==> src/rtl/axi_lite_write_arbiter.sv <==
// axi_lite_write_arbiter: round-robin arbiter sharing one AXI4-lite write port among NUM_REQ requesters
module axi_lite_write_arbiter #(
   parameter int NUM_REQ        = 4,
   parameter int AXI_ADDR_WIDTH = 64,
   parameter int AXI_DATA_WIDTH = 64
) (
   input  logic                          clk_i,
   input  logic                          rst_ni,
   input  logic [NUM_REQ-1:0]            req_valid_i,
   output logic [NUM_REQ-1:0]            req_ready_o,
   input  logic [NUM_REQ*AXI_ADDR_WIDTH-1:0] req_addr_i,
   input  logic [NUM_REQ*AXI_DATA_WIDTH-1:0] req_data_i,
   output logic [NUM_REQ-1:0]            done_o,
   output logic [NUM_REQ-1:0]            err_o,
   output logic                          busy_o,
   output logic                          aw_valid_o,
   input  logic                          aw_ready_i,
   output logic [AXI_ADDR_WIDTH-1:0]     aw_addr_o,
   output logic                          w_valid_o,
   input  logic                          w_ready_i,
   output logic [AXI_DATA_WIDTH-1:0]     w_data_o,
   output logic [AXI_DATA_WIDTH/8-1:0]   w_strb_o,
   input  logic                          b_valid_i,
   output logic                          b_ready_o,
   input  logic [1:0]                    b_resp_i
);
   localparam int IW = $clog2(NUM_REQ);
   typedef enum logic [1:0] {IDLE, WRITE, RESP} state_t;
   state_t state;
   logic [IW-1:0] rr_ptr, gnt, win;
   logic found, aw_done, w_done, aw_hs, w_hs;
   // descending scan so the requester closest to rr_ptr is assigned last and wins
   always_comb begin
      win = '0;
      found = 1'b0;
      for (int i = NUM_REQ - 1; i >= 0; i--)
         if (req_valid_i[IW'((int'(rr_ptr) + i) % NUM_REQ)]) begin
            win = IW'((int'(rr_ptr) + i) % NUM_REQ);
            found = 1'b1;
         end
   end
   assign req_ready_o = (rst_ni && state == IDLE && found) ? NUM_REQ'(1) << win : '0;
   assign busy_o = state != IDLE;
   assign w_strb_o = '1;
   assign aw_hs = aw_valid_o & aw_ready_i;
   assign w_hs = w_valid_o & w_ready_i;
   always_ff @(posedge clk_i or negedge rst_ni) begin
      if (!rst_ni) begin
         state <= IDLE;
         rr_ptr <= '0;
         gnt <= '0;
         aw_done <= 1'b0;
         w_done <= 1'b0;
         aw_valid_o <= 1'b0;
         w_valid_o <= 1'b0;
         b_ready_o <= 1'b0;
         aw_addr_o <= '0;
         w_data_o <= '0;
         done_o <= '0;
         err_o <= '0;
      end else begin
         done_o <= '0;
         err_o <= '0;
         case (state)
            IDLE: if (found) begin
               gnt <= win;
               aw_addr_o <= req_addr_i[win*AXI_ADDR_WIDTH +: AXI_ADDR_WIDTH];
               w_data_o <= req_data_i[win*AXI_DATA_WIDTH +: AXI_DATA_WIDTH];
               aw_valid_o <= 1'b1;
               w_valid_o <= 1'b1;
               aw_done <= 1'b0;
               w_done <= 1'b0;
               state <= WRITE;
            end
            WRITE: begin
               if (aw_hs) begin
                  aw_valid_o <= 1'b0;
                  aw_done <= 1'b1;
               end
               if (w_hs) begin
                  w_valid_o <= 1'b0;
                  w_done <= 1'b1;
               end
               if ((aw_done | aw_hs) & (w_done | w_hs)) begin
                  b_ready_o <= 1'b1;
                  state <= RESP;
               end
            end
            RESP: if (b_valid_i & b_ready_o) begin
               done_o[gnt] <= 1'b1;
               err_o[gnt] <= b_resp_i >= 2'b10;
               b_ready_o <= 1'b0;
               rr_ptr <= (gnt == IW'(NUM_REQ - 1)) ? '0 : gnt + 1'b1;
               state <= IDLE;
            end
            default: state <= IDLE;
         endcase
      end
   end
endmodule
==> config.mk <==
export PLATFORM = sky130hd
export DESIGN_NAME = axi_lite_write_arbiter
export DESIGN_NICKNAME = d
export VERILOG_FILES = /design/src/rtl/axi_lite_write_arbiter.sv
export SDC_FILE = /design/constraint.sdc
export NUM_CORES = 1
export LEC_CHECK = 0
export CORE_AREA = 2 2 266 268
export DETAILED_ROUTE_END_ITERATION = 12
export DIE_AREA = 0 0 268 270
export GPL_TIMING_DRIVEN = 0
export SLEW_MARGIN = 20
export SYNTH_ARGS = -nofsm -noshare
export SYNTH_HDL_FRONTEND = slang
export SYNTH_SLANG_ARGS = --single-unit
==> constraint.sdc <==
create_clock -name clk_i -period 2.67 [get_ports clk_i]
set_input_delay 0.4005 -clock clk_i [delete_from_list [all_inputs] [get_ports clk_i]]
set_output_delay 0.4005 -clock clk_i [all_outputs]
set_load 0.03 [all_outputs]
* Word-level counts from Yosys, hierarchy flattened *
Index checks and enable logic that the tools add are counted.

cells by class
  bitwise gates (word level) = 7
  equality and inequality tests = 8
  shifts and indexed selects = 3
  add/subtract/negate cells = 4
  muxes and demuxes = 45
  reductions and logical operators = 13
  $lt $le $gt $ge = 7

operators with widths
  cell                   count
  $shiftx A256 B9 Y64    2
  $mux W1                21
  $mux W4                5
  $lt A2 B4 Y1 const B   4
  $mux W2                8
  $reduce_and A3 Y1      4
  $ne A2 B2 Y1 const B   5
  $pmux W1 S2            5
  $bmux W1 S2            4
  $pmux W2 S3            1
  $reduce_bool A2 Y1     3
  $add A2 B1 Y2 const B  2
  $add A2 B2 Y2 const B  2
  $and A1 B1 Y1          4
  $and A4 B4 Y4          1
  $eq A2 B2 Y1 const B   2
  $reduce_and A2 Y1      2
  $shl A1 B2 Y4 const A  1
  $logic_and A1 B1 Y1    3
  $lt A2 B3 Y1 const B   1
  $demux W1 S2           1
  $eq A2 B1 Y1 const B   1
  $ge A2 B1 Y1 const B   1
  $ge A2 B2 Y1 const B   1
  other kinds (2)        3

word-level totals
  output and inout bits = 152
  input port bits = 523
  word-level logic and storage cells = 99
  bits in registers = 147

* Longest topological paths before layout *
  word-level depth = 10
  depth in mapped cells = 8
  gate-level depth less buffers = 5

* Least setup slack after synthesis *
No wires, ideal clock.

  kind = input to output
  start point = input port req_valid_i[2]
  end point = output port req_ready_o[1]
  slack = 0.343 ns
  cell stages on the path = 7
  arrival = 1.926 ns
  buffers on the path = 3
  required time = 2.270 ns
  cells stage by stage = and2b_4 -> nor3b_2 -> o22ai_1 -> buf_6 -> buf_12 -> buf_6 -> nor3_1

between the ends
  cells in the longest elaborated chain, start to end = 9
  elaborated cells between the ends (all ways) = 23
  classes of those cells = 1 x shift; 21 x mux; 1 x reduce/logical

ends and longest elaborated chain
  what                                                         RTL line  RTL
  from (decl)                                                  9         input logic [NUM_REQ-1:0] req_valid_i,
  $bmux W1 S2                                                  37        if (req_valid_i[IW'((int'(rr_ptr) + i) % NUM_REQ)]) begin
  $mux W1 (not written as such) (2 in a row)                   37
  $mux W2 / $mux W1 (equally long branches) (4 in a row)       37
  $shl A1 B2 Y4 / $logic_and A1 B1 Y1 (equally long branches)  42        assign req_ready_o = (rst_ni && state == IDLE && found) ? NUM_REQ'(1) << win : '0;
  $mux W4 *                                                    42
  to (decl)                                                    10        output logic [NUM_REQ-1:0] req_ready_o,

Every way passes the cells marked *; elsewhere a longest branch is shown, timed or not. The select of a mux whose other input is x is not followed.

* Final worst setup path *
  start point = input port req_valid_i[3]
  end point = register w_data_o[44]

between the ends
  cells in the longest elaborated chain, start to end = 8
  elaborated cells between the ends (all ways) = 22
  classes of those cells = 1 x shift; 20 x mux; 1 x reduce/logical

ends and longest elaborated chain
  what                                                             RTL line  RTL
  $bmux W1 S2                                                      37
  $mux W1 (not written as such) (2 in a row)                       37
  $mux W2 / $mux W1 (equally long branches) (4 in a row)           37
  $shiftx A256 B9 Y64 / $reduce_and A2 Y1 (equally long branches)  n/a
  to (signal assigned)                                             68        w_data_o <= req_data_i[win*AXI_DATA_WIDTH +: AXI_DATA_WIDTH];
  to (decl)                                                        21        output logic [AXI_DATA_WIDTH-1:0] w_data_o,

Parallel ways exist; a longest one is shown, timed or not. The select of a mux whose other input is x is not followed.
A chain may end at the register's enable or synchronous reset.

==> impl_metrics.yaml <==
place:
  placed_cells: 2417
  place_area_sq_um: 17550
  post-dp-hpwl_mm: 40.55
  dp_slack_ps: -725.6
  io_buffers: 665
  routabilityCongestion: 0.9591
critical_path:
  crit_type: "in -> reg"
  crit_fanout: 10
  r2r_slack_ps: 140
  slowest_delay_ps: 830
  cp_cell_sequence: "clkdlybuf4s50_1, nor4_1, or2_1, buf_2, clkdlybuf4s15_1, nand2_1, o221ai_2"
  reg2reg_from: "rr_ptr[0]$_DFFE_PN0P_"
  cpLargestDelayFamily: "buffers and inverters"
  arrival_ps: 3030
  crit_path_end_kind: "flop"
  r2r_cells: 9
  path_buf_inv: 3
  start_kind: "input port"
  reg2reg_to: "w_data_o[23]$_DFFE_PN0P_"
  required_ps: 3060
  cp_slowest_cell: "clkdlybuf4s15_1"
clocking:
  cts_made_buffers: 17
  cts_buffer_depth: 2
  cts.clk_slew.worst_paths_ps: 70
  cts_sinks: 147
  htree_levels: 4
  cts_tree: "yes"
  clk_latency_ps: 470
  root_buffer: "clkbuf_16"
job:
  max-cap-violations: 0
synthesis:
  synth.most_common_cell: "mux2i_1"
  ys_seq_area_share_pct: 38.10
  synth_top_area_cell: "dfrtp_1"
  synth_common_cells: "256 x mux2i_1, 147 x dfrtp_1, 136 x nand2_1"
  synthFlopType: "dfrtp_1"
  syn_inst: 804
  synth_area_sq_um: 9656
  yosys-top-cells-area: "dfrtp_1 38%, mux2i_1 27%, o221ai_2 16%"
  ys_types: 42
  ys_ff_latch: 147
  ys_warn_count: 0
  synth_edf_count: 0
  syn_avg_cell_area_sq_um: 12.01
  synth_top_area_share_pct: 38.10
  async_flop_share_pct: 100.0
hold_path:
  hold_path_class: "in -> async"
power_and_ir_drop:
  vdd_drop_max_uv: 542.8
  p_leak_nw: 7.810
  powerDensity_nw_per_um2: 1045
  p_total_w: 0.01902
sta:
  final.setup_skew_ps: 9.424
  max_freq_mhz: 379.2
  setup_slack_ps: 32.76
  setup_viol: 0
  max_slew_margin_pct: 41.19
  slew_viol_final: 0
  tns_ps: 0
  fin_crit_ps: 2637
  rsz0062_at_grt: "true"
  worst-slew-pin-transition_ps: 882.2
  hold_violations: 0
  period_share_pct: 98.77
global_routing:
  grt_util_all_layers_pct: 13.76
  antenna_found_initial: 1
  grt_max_degree: 84
  grt_pass1_vias: 10420
  overflow: 0
  grt_pass1_wl_mm: 71.42
route:
  wire_per_inst_um: 20.79
  via_per_inst: 3.897
  dr.pass1.iters: 4
  drt_iter0_markers: 381
  antenna_left: 0
  via_count: 9566
  routed_wl_mm: 51.05
  drcViolationCount: 0
floorplan:
  initial_core_util_pct: 13.88
  dieArea_sq_um: 72360
  core_sq_um: 69540
  io_pins: 675
  num_rows: 97
  dieHeight_um: 270
  die_w_um: 268
finish:
  fin_area_sq_um: 18210
  instances_no_fill: 2455
  fill_cells: 7298
  area_growth_pct: 88.55
  final_layout_size_suffix_gt1_share_pct: 15.13
  nets: 2028
status:
  status: "finished, final reports clean"
==> state kept, by name, indices dropped and copies added, names as in the netlist, 2 cells and up <==
register / flops
aw_addr_o: 64
w_data_o: 64
done_o: 4
err_o: 4
gnt: 2
rr_ptr: 2
state: 2
==> metrics by stage <==
step           utilization, %  hold slack, ps
6_report                26.18           486.4
5_1_grt                 26.17           507.3
4_1_cts                 26.16           474.4
3_5_place_dp            25.23           398.4
3_3_place_gp            25.18           468.9
2_1_floorplan               -           104.9
==> area by class of cell <==
type,instances,area (sq um),area share (%)
antenna,1,2.502,0.01375
clock buffer,17,425.4,2.337
inverter,4,15.01,0.08247
buffer,80,755.7,4.151
timing repair buffer,672,6744,37.04
clock inverter,15,172.7,0.9485
multi-input combinational,579,5235,28.76
tap,940,1176,6.460
sequential,147,3679,20.21
==> worst max-delay path by stage <==
stage	start	end	slack [ps]	cells past startpoint
CTS	rr_ptr[0]$_DFFE_PN0P_	w_data_o[27]$_DFFE_PN0P_	40	9
finish	req_valid_i[3]	w_data_o[44]$_DFFE_PN0P_	30	7
floorplan	req_valid_i[2]	req_ready_o[1]	340	7
global route	state[1]$_DFFE_PN0P_	req_ready_o[3]	-10	5
global placement	rst_ni	req_ready_o[0]	-5750	4
detailed placement	req_valid_i[0]	req_ready_o[0]	-730	10
==> cell families (layout without fill, tap and decap cells) <==
family	Yosys count	count (layout)	synth area share (%)
AO/OA/AOI/OAI	145	145	19.48
AND/OR/NAND/NOR	165	165	7.192
adder cells (fa/ha/maj)	4	4	0.5184
other	1	9	0.03884
flip-flops	147	147	38.10
multiplexers	257	257	26.66
buffers and inverters	85	788	8.021
==> power breakdown <==
part           internal (W)  total (W)  leakage [nW]  switching, W
Combinational       0.00539     0.0125          5.70       0.00712
Clock               0.00141    0.00259         0.294       0.00119
Sequential          0.00330    0.00391          1.82      0.000616
Total                0.0101     0.0190          7.81       0.00893
==> metal layers <==
layer  part of all wire (%)  track usage (%)  wire, um
met5                      0                0         0
met2                     51            24.16     25880
met1                     42            16.58     21470
met4                    1.2            3.337       622
met3                    6.0            3.583      3074
==> timing repair <==
| item | 4_1_cts | 5_1_grt |
|---|---|---|
| endpoints found under the setup margin | 4 | 5 |
| hold buffers | 2 | 0 |
| gates resized for setup | 25 | 4 |
| setup buffers | 4 | 0 |
| endpoints found under the hold margin | 66 | 0 |
==> tightest hold or removal path: stages <==
cell,delay (ps)
dlygate4sd3_1,570
buf_8,130
buf_16,280
==> layout by cell type (no fill, tap or decap), drive strengths merged, types with 2 or more instances in the layout <==
cell type      instances
buf                   82
o21ai                  4
and3                   5
nor3                   2
or2                    2
conb                   8
clkinv                 5
mux2i                256
nor2                   7
a21oi                  5
clkdlybuf4s50        659
bufinv                 2
o221ai               128
nand2                138
inv                   11
clkbuf                25
nor2b                  2
dfrtp                147
a32o                   2
ha                     4
and2                   4
Note: power is estimated with default switching activity, not from simulation.
==> RTL edit 1: new RTL, same settings <==
Register the output `err_o` once more, with the module's reset; this adds one clock of latency there. The other outputs are not delayed to match.
--- a/src/rtl/axi_lite_write_arbiter.sv
+++ b/src/rtl/axi_lite_write_arbiter.sv
@@ -26,6 +26,8 @@
 );
    localparam int IW = $clog2(NUM_REQ);
    typedef enum logic [1:0] {IDLE, WRITE, RESP} state_t;
+
+   logic [NUM_REQ-1:0] err_s0;
    state_t state;
    logic [IW-1:0] rr_ptr, gnt, win;
    logic found, aw_done, w_done, aw_hs, w_hs;
@@ -57,10 +59,10 @@
          aw_addr_o <= '0;
          w_data_o <= '0;
          done_o <= '0;
-         err_o <= '0;
+         err_s0 <= '0;
       end else begin
          done_o <= '0;
-         err_o <= '0;
+         err_s0 <= '0;
          case (state)
             IDLE: if (found) begin
                gnt <= win;
@@ -88,7 +90,7 @@
             end
             RESP: if (b_valid_i & b_ready_o) begin
                done_o[gnt] <= 1'b1;
-               err_o[gnt] <= b_resp_i >= 2'b10;
+               err_s0[gnt] <= b_resp_i >= 2'b10;
                b_ready_o <= 1'b0;
                rr_ptr <= (gnt == IW'(NUM_REQ - 1)) ? '0 : gnt + 1'b1;
                state <= IDLE;
@@ -97,4 +99,12 @@
          endcase
       end
    end
+   always_ff @(posedge clk_i or negedge rst_ni) begin
+      if (!rst_ni) begin
+         err_o <= '0;
+      end else begin
+         err_o <= err_s0;
+      end
+   end
+
 endmodule
Behaviour: not the same (Yosys sat finds a counterexample within 4 cycles, from zero or initial values and one cycle with rst_ni low).
==> RTL edit 1 against the unedited design <==
  * Worst setup slack improved by 0.11 ns
  * Area after synthesis grew 1.0%
  * Total power down 1.0%
  * Via count grew 2.1%
  * Sequential cell count up 4
  * Clock skew is 0.00082 ns higher
  * Final area up 0.16%
  * Largest cell class unchanged
  * Global-route usage shrank 0.25 points
  * Wire length decreased by 1.1%
  * Utilization hardly changed
==> RTL edit 1: results (changes against the unedited design) <==
stage	metric	value	unit	change
run_status	status	complete, no violations		
worst_hold_path	Worst Hold Class	reg -> reg		
drt	routed wl met2	25.5	mm	-1.5%
drt	routed length per instance	20.6	um	-1.0%
worst_setup_path	Crit. Startpoint	req_valid_i[2]		
global_route	Total GRT Usage	0.135		-0.00250
worst_setup_path	slowest stage delay, CP	0.48	ns	-0.35 ns
global_route	first-pass GRT wire length	70.2	mm	-1.7%
logic_synthesis	Synth top cells by count	256 x mux2i_1, 151 x dfrtp_1, 136 x nand2_1, 102 x o221ai_2, 44 x buf_6		
global_route	GRT met2 Usage	0.238		-0.00320
worst_setup_path	Worst EP arrival	2.13	ns	-0.90 ns
drt	met3 wire length	2.94	mm	-4.3%
placed_design	routability cong.	0.919		-4.2%
global_route	GR Layer Usage met3	0.0306		-0.00520
drt	Vias	9765		+2.1%
drt	max layer used	met5		
power_and_ir_drop	Lkg Pwr	7.82	nW	+0.12%
timing	clk_skew	0.0102	ns	+0.000816 ns
worst_setup_path	critical path's slowest cell	clkdlybuf4s50_1		
power_and_ir_drop	Peak VDD IR	0.431	mV	-21%
worst_setup_path	CP Max Fanout	11		+1
logic_synthesis	Synth area leaders	dfrtp_1 39%, mux2i_1 26%, o221ai_2 16%, nand2_1 5.2%, buf_6 5.1%		
global_route	pin count of the biggest net entering global routing	86		+2.4%
global_route	vias in the first global route	10428		+0.096%
final_layout	share of cells above drive strength 1	0.147		-0.00462
final_layout	Filler Cells Inserted	7295		-0.041%
logic_synthesis	share of the yosys chip area belonging to registers	0.387		+0.00635
==> RTL edit 1: changes by cell type in the layout (fill, tap and decap cells not counted), moves of 2 or more <==
cell,delta
clkbuf_1,+5
dfrtp_1,+4
inv_6,-4
inv_8,-3
buf_4,-2
clkinvlp_4,+2
==> RTL edit 1: kinds of logic after synthesis <==
kind of cell | count (synthesis) | share of synthesized area
AOI/OAI and AO/OA | 145 | 0.193
adders and majority gates | 4 | 0.00513
buffers and inverters | 85 | 0.0794
DFF | 151 | 0.387
muxes | 257 | 0.264
other | 1 | 0.000384
and+or+nand+nor | 165 | 0.0712
==> RTL edit 1: worst paths after layout <==
check                                 end  slack [ns]  depth (start not counted)
hold reg to reg                  err_o[1]        0.36                          0
hold / removal                   err_o[1]        0.36                          0
setup / recovery           req_ready_o[1]        0.14                          8
max in group asynchronous   aw_addr_o[53]        1.66                          3
min in group asynchronous    w_data_o[60]        0.51                          3
setup reg to reg             w_data_o[32]        0.25                          8
==> RTL edit 1: final cells by class <==
cell class / count / share of cell area
clock buffer: 23 / 0.0251
timing repair buffer: 670 / 0.369
buffer: 80 / 0.0416
tap: 940 / 0.0645
multi-input combinational: 579 / 0.288
inverter: 4 / 0.000823
clock inverter: 7 / 0.00412
sequential: 151 / 0.207
==> RTL edit 1: power groups by stage <==
| stage | sequential, mW | combinational, mW | clock (mW) |
|---|---|---|---|
| finish | 4.01 | 12.4 | 2.39 |
| global route | 4.13 | 13.2 | 2.58 |
| CTS | 4.00 | 12.7 | 2.49 |
| detailed placement | 4.02 | 12.6 | 0 |
| global placement | 4.00 | 12.4 | 0 |
| floorplan | 5.83 | 5.67 | 0 |
==> RTL edit 1: repair_timing <==
| item | CTS | global route |
|---|---|---|
| setup buffers | 2 | 0 |
| gates cloned | 0 | 0 |
| resized for setup | 25 | 7 |
| pin swaps | 0 | 1 |
| hold buffers | 2 | 0 |
| endpoints found under the hold margin | 68 | 0 |
| endpoints found under the setup margin | 4 | 10 |
==> RTL edit 1: stage by stage <==
stage / utilization / instance area, um^2 / cells / setup TNS [ns] / total power [mW]
floorplan: - / 9780 / 815 / 0 / 11.5
global placement: 0.253 / 17600 / 2420 / -884.82 / 16.4
detailed placement: 0.254 / 17600 / 2421 / -21.34 / 16.6
CTS: 0.262 / 18200 / 2455 / 0 / 19.2
global route: 0.262 / 18200 / 2454 / 0 / 19.9
finish: 0.262 / 18200 / 2454 / 0 / 18.8
==> RTL edit 1: critical path: cells and delay by family <==
kind            cells  cell delay, ns
compound gates      1            0.10
buf+inv             4            1.00
simple gates        3            0.61
==> RTL edit 2: new RTL, config.mk and constraints unchanged <==
Made on the original files. Set the parameter `NUM_REQ` to 2 (it was 4).
--- a/src/rtl/axi_lite_write_arbiter.sv
+++ b/src/rtl/axi_lite_write_arbiter.sv
@@ -1,6 +1,6 @@
 // axi_lite_write_arbiter: round-robin arbiter sharing one AXI4-lite write port among NUM_REQ requesters
 module axi_lite_write_arbiter #(
-   parameter int NUM_REQ        = 4,
+   parameter int NUM_REQ        = 2,
    parameter int AXI_ADDR_WIDTH = 64,
    parameter int AXI_DATA_WIDTH = 64
 ) (
Ports: changed (6 resized); port bits go from 675 to 411. The function was not compared with the original's and may differ.
==> RTL edit 2 against the unedited design <==
  * Largest power group unchanged
  * Worst setup slack better by 0.18 ns
  * Critical endpoint is now busy_o
  * Area after synthesis is 33% lower
  * Sequential power is 4% lower
  * Wire length is 45% lower
  * Worst hold slack worse by 0.013 ns
  * Sequential cell count is 6 lower
  * Utilization is 8.4 points lower
  * Final area is 32% lower
  * Total power is 24% lower
  * Sequential share of layout area is 8.4 points higher
  * Combinational power is 35% lower
  * Register-to-register slack better by 0.41 ns
==> RTL edit 2: results (changes against the unedited design) <==
stage	metric	value	unit	change
run_status	status	complete, no violations		
global_route	antenna violations before repair	0		-1
timing	max_slew headroom	0.593		+0.181
power_and_ir_drop	Peak VDD IR	0.528	mV	-2.7%
global_route	Total GRT Usage	0.0782		-0.0594
placed_design	placed inst area	11700	um^2	-33%
final_layout	Filler Cells Inserted	7706		+5.6%
logic_synthesis	Synth Instances	619		-23%
worst_setup_path	slowest stage delay, CP	0.69	ns	-0.14 ns
drt	vias per std cell	3.10		-21%
logic_synthesis	share of the yosys chip area belonging to registers	0.547		+0.166
worst_setup_path	CP Launch Type	register		
global_route	vias in the first global route	6493		-38%
power_and_ir_drop	Lkg Pwr	4.81	nW	-38%
drt	wl on met1	11.6	mm	-46%
logic_synthesis	ys async rst share	1.00		unchanged
placed_design	dpl hpwl	22.7	mm	-44%
placed_design	routability cong.	0.802		-16%
placed_design	Place WS	-0.939	ns	-0.213 ns
worst_setup_path	Worst EP arrival	2.05	ns	-0.98 ns
final_layout	nets@finish	1310		-35%
placed_design	Port Buffer Count	400		-40%
timing	Tmin final	2.45	ns	-0.184 ns
drt	met3 wire length	2.36	mm	-23%
worst_setup_path	critical path's slowest cell	clkdlybuf4s50_1		
worst_setup_path	R2R Setup Slk	0.55	ns	+0.41 ns
logic_synthesis	Synth cell types	23		-45%
logic_synthesis	Synth top cells by count	141 x dfrtp_1, 136 x nor2_1, 133 x a21oi_1, 128 x mux2i_1, 40 x buf_2		
global_route	pin count of the biggest net entering global routing	74		-12%
timing	clk_skew	0.0138	ns	+0.00441 ns
drt	1st-iter DRT viols	202		-47%
drt	routed length per instance	14.1	um	-32%
global_route	first-pass GRT wire length	40.7	mm	-43%
final_layout	share of cells above drive strength 1	0.0813		-0.0700
-- RTL edit 2: worst paths after layout --
kind                             start             to  cells past startpoint
setup reg to reg              state[0]   w_data_o[54]                      5
setup / recovery              state[1]         busy_o                      3
hold / removal                  rst_ni  aw_addr_o[19]                      2
min in group clk_i         b_resp_i[1]       err_o[0]                      3
max in group asynchronous       rst_ni   w_data_o[18]                      3
hold reg to reg                    gnt       err_o[0]                      1
-- RTL edit 2: worst reg2reg max path, delay by kind of cell, from the launching register on --
| family | cells | cell delay [ns] |
|---|---|---|
| AND/OR/NAND/NOR | 1 | 0.25 |
| AO/OA/AOI/OAI | 1 | 0.14 |
| flip-flops | 1 | 0.41 |
| buffers and inverters | 3 | 1.18 |
-- RTL edit 2: cell families (layout without fill, tap and decap cells) --
group / count (synthesis) / after routing / synth area share
compound gates: 144 / 144 / 0.114
buf+inv: 56 / 488 / 0.0462
simple gates: 148 / 148 / 0.0920
other cells: 1 / 10 / 0.000582
mux: 129 / 129 / 0.200
flops: 141 / 141 / 0.547
-- RTL edit 2: cell type report --
cell class	instances	share of cell area
clock buffer	18	0.0348
tap	940	0.0954
clock inverter	14	0.0156
timing repair buffer	403	0.329
antenna	2	0.000406
sequential	141	0.286
inverter	3	0.000913
multi-input combinational	429	0.215
buffer	50	0.0226
-- RTL edit 2: power by group --
part	switching [mW]	internal [mW]	total, mW
registers	0.590	3.17	3.76
clock network	1.04	1.56	2.61
logic	4.79	3.28	8.07
total	6.43	8.01	14.4
-- RTL edit 2: per-stage QoR --
stage | power [mW] | hold slack, ns
after global routing | 15.4 | 0.479
after floorplan | 8.25 | 0.105
after CTS | 14.8 | 0.413
after global placement | 11.9 | 0.463
after detailed placement | 12.0 | 0.407
final | 14.4 | 0.474
-- RTL edit 2: what timing repair did --
action,CTS,global route
cloned,0,0
hold buffers,1,0
endpoints found under the setup margin,2,1
pin swaps,1,0
setup buffers,1,0
resized for setup,9,0
endpoints found under the hold margin,70,0
-- RTL edit 2: metal layers --
layer / up-vias / GRT usage
met3: 19 / 0.0322
li1: 2969 / -
met1: 2965 / 0.0881
met4: 0 / 0.0326
met5: - / 0
met2: 240 / 0.130
